**src/rtl/fmul_add_stage_pkg.sv**
```systemverilog
// Shared single-precision fmul widths and rounding-mode encodings.
// Imported by the add stage and by the normalize stage.
package fmul_add_stage_pkg;
  localparam int MANT_W = 24;
  localparam int PROD_W = 48;
  localparam int TREE_W = 40;
  localparam int EXP_W  = 10;
  localparam int RM_W   = 2;
  localparam int LOW_W  = PROD_W - TREE_W;
  localparam int FRAC_W = MANT_W - 1;
  localparam int LZC_W  = 6;

  typedef enum logic [RM_W-1:0] {
    RM_RNE = 2'd0,
    RM_RTZ = 2'd1,
    RM_RDN = 2'd2,
    RM_RUP = 2'd3
  } rm_e;
endpackage

```
**src/rtl/fmul_add_stage_lzc48.sv**
```systemverilog
// Combinational 48-bit leading-zero counter; all-zero input yields 48.
// Shared with the normalize stage.
module lzc48
  import fmul_add_stage_pkg::*;
(
  input  logic [PROD_W-1:0] z,
  output logic [LZC_W-1:0]  cnt
);
  // Ascending scan: the last hit is the highest set bit.
  always_comb begin
    cnt = LZC_W'(PROD_W);
    for (int i = 0; i < PROD_W; i++) begin
      if (z[i]) cnt = LZC_W'(PROD_W - 1 - i);
    end
  end
endmodule

```
**src/rtl/fmul_add_stage.sv**
```systemverilog
// fmul add stage: resolves Wallace sum/carry into the 48-bit product and its lzc.
// One-cycle registered latency; e=0 holds, flush kills n_valid, clrn clears all.
module fmul_add_stage
  import fmul_add_stage_pkg::*;
(
  input  logic              clk,
  input  logic              clrn,
  input  logic              e,
  input  logic              flush,
  input  logic              a_valid,
  input  logic [TREE_W-1:0] a_sum,
  input  logic [TREE_W-1:0] a_carry,
  input  logic [LOW_W-1:0]  a_z8,
  input  logic [FRAC_W-1:0] a_inf_nan_frac,
  input  logic [EXP_W-1:0]  a_exp10,
  input  logic [RM_W-1:0]   a_rm,
  input  logic              a_sign,
  input  logic              a_is_nan,
  input  logic              a_is_inf,
  output logic              n_valid,
  output logic [PROD_W-1:0] n_z48,
  output logic [LZC_W-1:0]  n_lzc,
  output logic              n_zero,
  output logic [FRAC_W-1:0] n_inf_nan_frac,
  output logic [EXP_W-1:0]  n_exp10,
  output logic [RM_W-1:0]   n_rm,
  output logic              n_sign,
  output logic              n_is_nan,
  output logic              n_is_inf
);
  logic [TREE_W-1:0] tree_sum;
  logic [PROD_W-1:0] z48;
  logic [LZC_W-1:0]  lzc;

  // Carry out of the top tree bit is dropped by the 40-bit result width.
  assign tree_sum = a_sum + a_carry;
  assign z48      = {tree_sum, a_z8};

  lzc48 u_lzc48 (
    .z   (z48),
    .cnt (lzc)
  );

  always_ff @(posedge clk or negedge clrn) begin
    if (!clrn) begin
      n_valid        <= 1'b0;
      n_z48          <= '0;
      n_lzc          <= '0;
      n_zero         <= 1'b0;
      n_inf_nan_frac <= '0;
      n_exp10        <= '0;
      n_rm           <= '0;
      n_sign         <= 1'b0;
      n_is_nan       <= 1'b0;
      n_is_inf       <= 1'b0;
    end else if (flush) begin
      n_valid <= 1'b0;
    end else if (e) begin
      // Data is captured even for bubbles; only n_valid qualifies it.
      n_valid        <= a_valid;
      n_z48          <= z48;
      n_lzc          <= lzc;
      n_zero         <= (z48 == '0);
      n_inf_nan_frac <= a_inf_nan_frac;
      n_exp10        <= a_exp10;
      n_rm           <= a_rm;
      n_sign         <= a_sign;
      n_is_nan       <= a_is_nan;
      n_is_inf       <= a_is_inf;
    end
  end
endmodule

```
**config.mk**
```make
export PLATFORM = sky130hd
export DESIGN_NAME = fmul_add_stage
export DESIGN_NICKNAME = d
export VERILOG_FILES = /design/src/rtl/fmul_add_stage_pkg.sv /design/src/rtl/fmul_add_stage_lzc48.sv /design/src/rtl/fmul_add_stage.sv
export SDC_FILE = /design/constraint.sdc
export NUM_CORES = 1
export LEC_CHECK = 0
export ABC_AREA = 1
export BUFFER_PORTS_ARGS = -buffer_cell sky130_fd_sc_hd__buf_2
export CELL_PAD_IN_SITES_DETAIL_PLACEMENT = 1
export CELL_PAD_IN_SITES_GLOBAL_PLACEMENT = 1
export CORE_ASPECT_RATIO = 2
export CORE_MARGIN = 4
export CORE_UTILIZATION = 35
export CTS_BUF_LIST = sky130_fd_sc_hd__clkbuf_16
export DETAILED_ROUTE_END_ITERATION = 12
export GPL_TIMING_DRIVEN = 1
export PLACE_DENSITY_LB_ADDON = 0.12
export SLEW_MARGIN = 5
export SYNTH_ARGS = -nofsm -noshare
export SYNTH_HDL_FRONTEND = slang
export SYNTH_SLANG_ARGS = --single-unit
```
**constraint.sdc**
```tcl
create_clock -name clk -period 0.8 [get_ports clk]
set_input_delay 0.08 -clock clk [delete_from_list [all_inputs] [get_ports clk]]
set_output_delay 0.08 -clock clk [all_outputs]
set_load 0.01 [all_outputs]
```
==> out/metrics.yaml <==
cells_and_area:
  nNetsFinal: 1425
  final_cell_mix: "251 x nand2_1, 201 x buf_4, 161 x buf_2"
  area_delta_synth_final_pct: 97.4
  final_area_um2: 11500
  instances_no_fill: 1465
  final_common_cell: "nand2_1"
  drive_gt1_share_pct: 54.9
placed_design:
  dp_hpwl_um: 16600
  dpl.cell_count: 1298
  dpl_cell_area_um2: 8500
  io_buffers: 224
  place.gp.congestion: 0.783
logic_synthesis:
  syn_inst: 735
  yosysUniqueCellTypes: 43
  synth.avg_cell_area_um2: 7.92
  ys_seq_area_share_pct: 40.4
  synth_warnings: 0
  syn_area_um2: 5820
  ys_ff_latch: 94
  synthFlopType: "dfrtp_1"
  syn-num-nets: 906
  synth_edf_count: 0
  synthArstFlopShare_pct: 100
clock_network:
  worstSkewPairLatency_ps: 360
  numCtsBuffers: 9
  h-tree-depth: 3
  cts_num_sinks: 94
  cts_buffer_depth: 2
  clock-root-buffer: "clkbuf_16"
  clk_pin_slew_worst_paths_ps: 70
  cts_tree: "built"
floorplan:
  rows: 66
  ios: 225
  die-area_um2: 18900
  fp.dieH_um: 190
  die_w_um: 99.2
  core-area_um2: 16300
  start_util_pct: 35.8
worst_hold_path:
  holdPathStages: 3
  hp-class: "input pin to flip-flop"
timing:
  setup_violations: 156
  fin_tns_setup_ps: -99210
  period_share_pct: 493
  hold_viol: 0
  finalCriticalPeriod_ps: 3950
  max_freq_mhz: 253
  relSlewSlack_pct: 70.0
  tightest_slew_ps: 450
  slew_violations: 0
  finClkSkew_ps: 0
  grt_setup_unrepaired: "true"
  worst_slack_ps: -3150
global_route:
  grt.overflow.total: 0
  grt_use_total_pct: 27.5
  grt_pass1_wl_um: 40700
  grt_start_max_net_pins: 69
  grt_pass1_vias: 8164
  antenna_found_initial: 1
setup_path:
  cp_max_fo: 2
  crit_family: "simple AND/OR/NAND/NOR gates"
  crit_path_frequent_cell: "nand2_1"
  arrival_ps: 4190
  critPathRequiredTime_ps: 1040
  cp_num_buf_inv: 2
  path_class: "input pin to flip-flop"
  reg2reg_depth: 3
  crit_path_end_kind: "flip-flop"
  cp.depth: 45
  start_kind: "input pin"
  slowest_stage: "fa_2"
  critPathMaxStageDelay_ps: 390
power_and_ir_drop:
  p_leak_nw: 6.11
  p_seq_share_pct: 27.0
  power_density_nw_per_um2: 1990
  p_sw_share_pct: 38.8
  p_int_mw: 14.0
  peakVddDrop_mv: 1.24
  p_switching_mw: 8.89
  clockPowerShare_pct: 21.8
  comb_power_share_pct: 51.2
detailed_routing:
  firstDrtPassIters: 7
  drc: 0
  antenna_left: 0
  wire_per_inst_um: 26.3
  vias_per_cell: 5.48
  drtIter0Drc: 316
  wl_um: 38500
  num_vias: 8027
status:
  status: "finished, violations left"
  failed_checks: "setup timing"
run:
  drv_cap: 0
[power groups by stage]
stage / registers (mW) / logic [mW] / clock network (mW)
2_1_floorplan: 6.34 / 2.92 / 0
3_3_place_gp: 6.00 / 6.76 / 0
3_5_place_dp: 6.03 / 6.96 / 0
4_1_cts: 6.01 / 8.82 / 4.80
5_1_grt: 6.24 / 12.3 / 5.09
6_report: 6.19 / 11.7 / 4.99
[worst paths after layout]
| path | start | end | slack [ps] |
|---|---|---|---|
| max | a_carry[0] | n_lzc[0] | -3150 |
| min | a_z8[1] | n_z48[1] | 30 |
| max reg2reg | n_z48[10] | n_z48[10] | -130 |
| min reg2reg | n_inf_nan_frac[16] | n_inf_nan_frac[16] | 520 |
| max in group asynchronous | clrn | n_z48[39] | 170 |
| min in group asynchronous | clrn | n_z48[11] | 170 |
[layer usage]
| metal | vias up | global-route usage, % | routed length (um) | part of all wire (%) |
|---|---|---|---|---|
| met4 | 0 | 13.1 | 3380 | 8.8 |
| met2 | 452 | 56.7 | 21400 | 55 |
| met3 | 221 | 4.28 | 1790 | 4.6 |
| met5 | - | 0 | 0 | 0 |
| li1 | 3394 | - | - | - |
| met1 | 3960 | 24.6 | 12000 | 31 |
[tightest hold or removal path: cells and delay by family]
kind,cells,cell delay (ps)
AO/OA/AOI/OAI,1,80
buffers and inverters,2,170
[repair_timing]
| action | CTS | global route |
|---|---|---|
| setup endpoints to repair | 140 | 161 |
| gates cloned | 0 | 1 |
| hold endpoints to repair | 133 | 0 |
| hold buffers | 41 | 0 |
| buffers inserted | 60 | 67 |
| pin swaps | 49 | 102 |
| gates resized for setup | 169 | 163 |
[through the flow]
step / worst slack (ps) / hold slack (ps) / power (mW) / utilization [%]
after floorplan: -2450 / -216 / 9.26 / -
after global placement: -2790 / -8.49 / 12.8 / 52.2
after detailed placement: -2890 / -11.9 / 13.0 / 52.2
after CTS: -2440 / 11.2 / 19.6 / 63.9
after global routing: -3420 / 59.3 / 23.6 / 70.6
final: -3150 / 26.9 / 22.9 / 70.6
[cells in the mapped netlist (4+ instances only)]
master,instances,area share [%]
xor2_1,22,3.3
xnor2_1,12,1.8
a21boi_4,4,1.3
inv_1,59,3.8
nand2_2,4,0.43
o21ai_0,56,4.8
a21oi_1,38,3.3
nand2_1,291,19
o21ai_2,9,1.4
nor2_1,24,1.5
nand3_1,9,0.77
nor3_1,5,0.43
a21oi_2,5,0.75
dfrtp_1,94,40
clkbuf_1,19,1.2
ha_1,39,8.4
[sequential cells by signal, indices dropped and copies added (netlist names)]
| register | flops |
|---|---|
| n_lzc | 6 |
| n_is_nan | 1 |
| n_inf_nan_frac | 23 |
| n_exp10 | 10 |
| n_is_inf | 1 |
| n_z48 | 48 |
| n_zero | 1 |
| n_rm | 2 |
| n_valid | 1 |
| n_sign | 1 |
[layout make-up]
class / instances / area (um2)
Tap cell: 204 / 255
Timing Repair Buffer: 527 / 4190
Antenna cell: 2 / 5.00
Fill cell: 1789 / 4780
Multi-Input combinational cell: 560 / 4120
Clock buffer: 9 / 225
Clock inverter: 7 / 95.1
Inverter: 62 / 245
Sequential cell: 94 / 2350
[cell families (layout without fill, tap and decap cells)]
family,Yosys count,count (layout),synth area share (%)
simple gates,348,348,24.4
buf+inv,81,605,5.22
fa+ha+maj,40,40,8.73
compound gates,135,135,15.3
other cells,0,2,0
xor+xnor,37,37,5.96
flops,94,94,40.4
(Power assumes the default switching activity.)
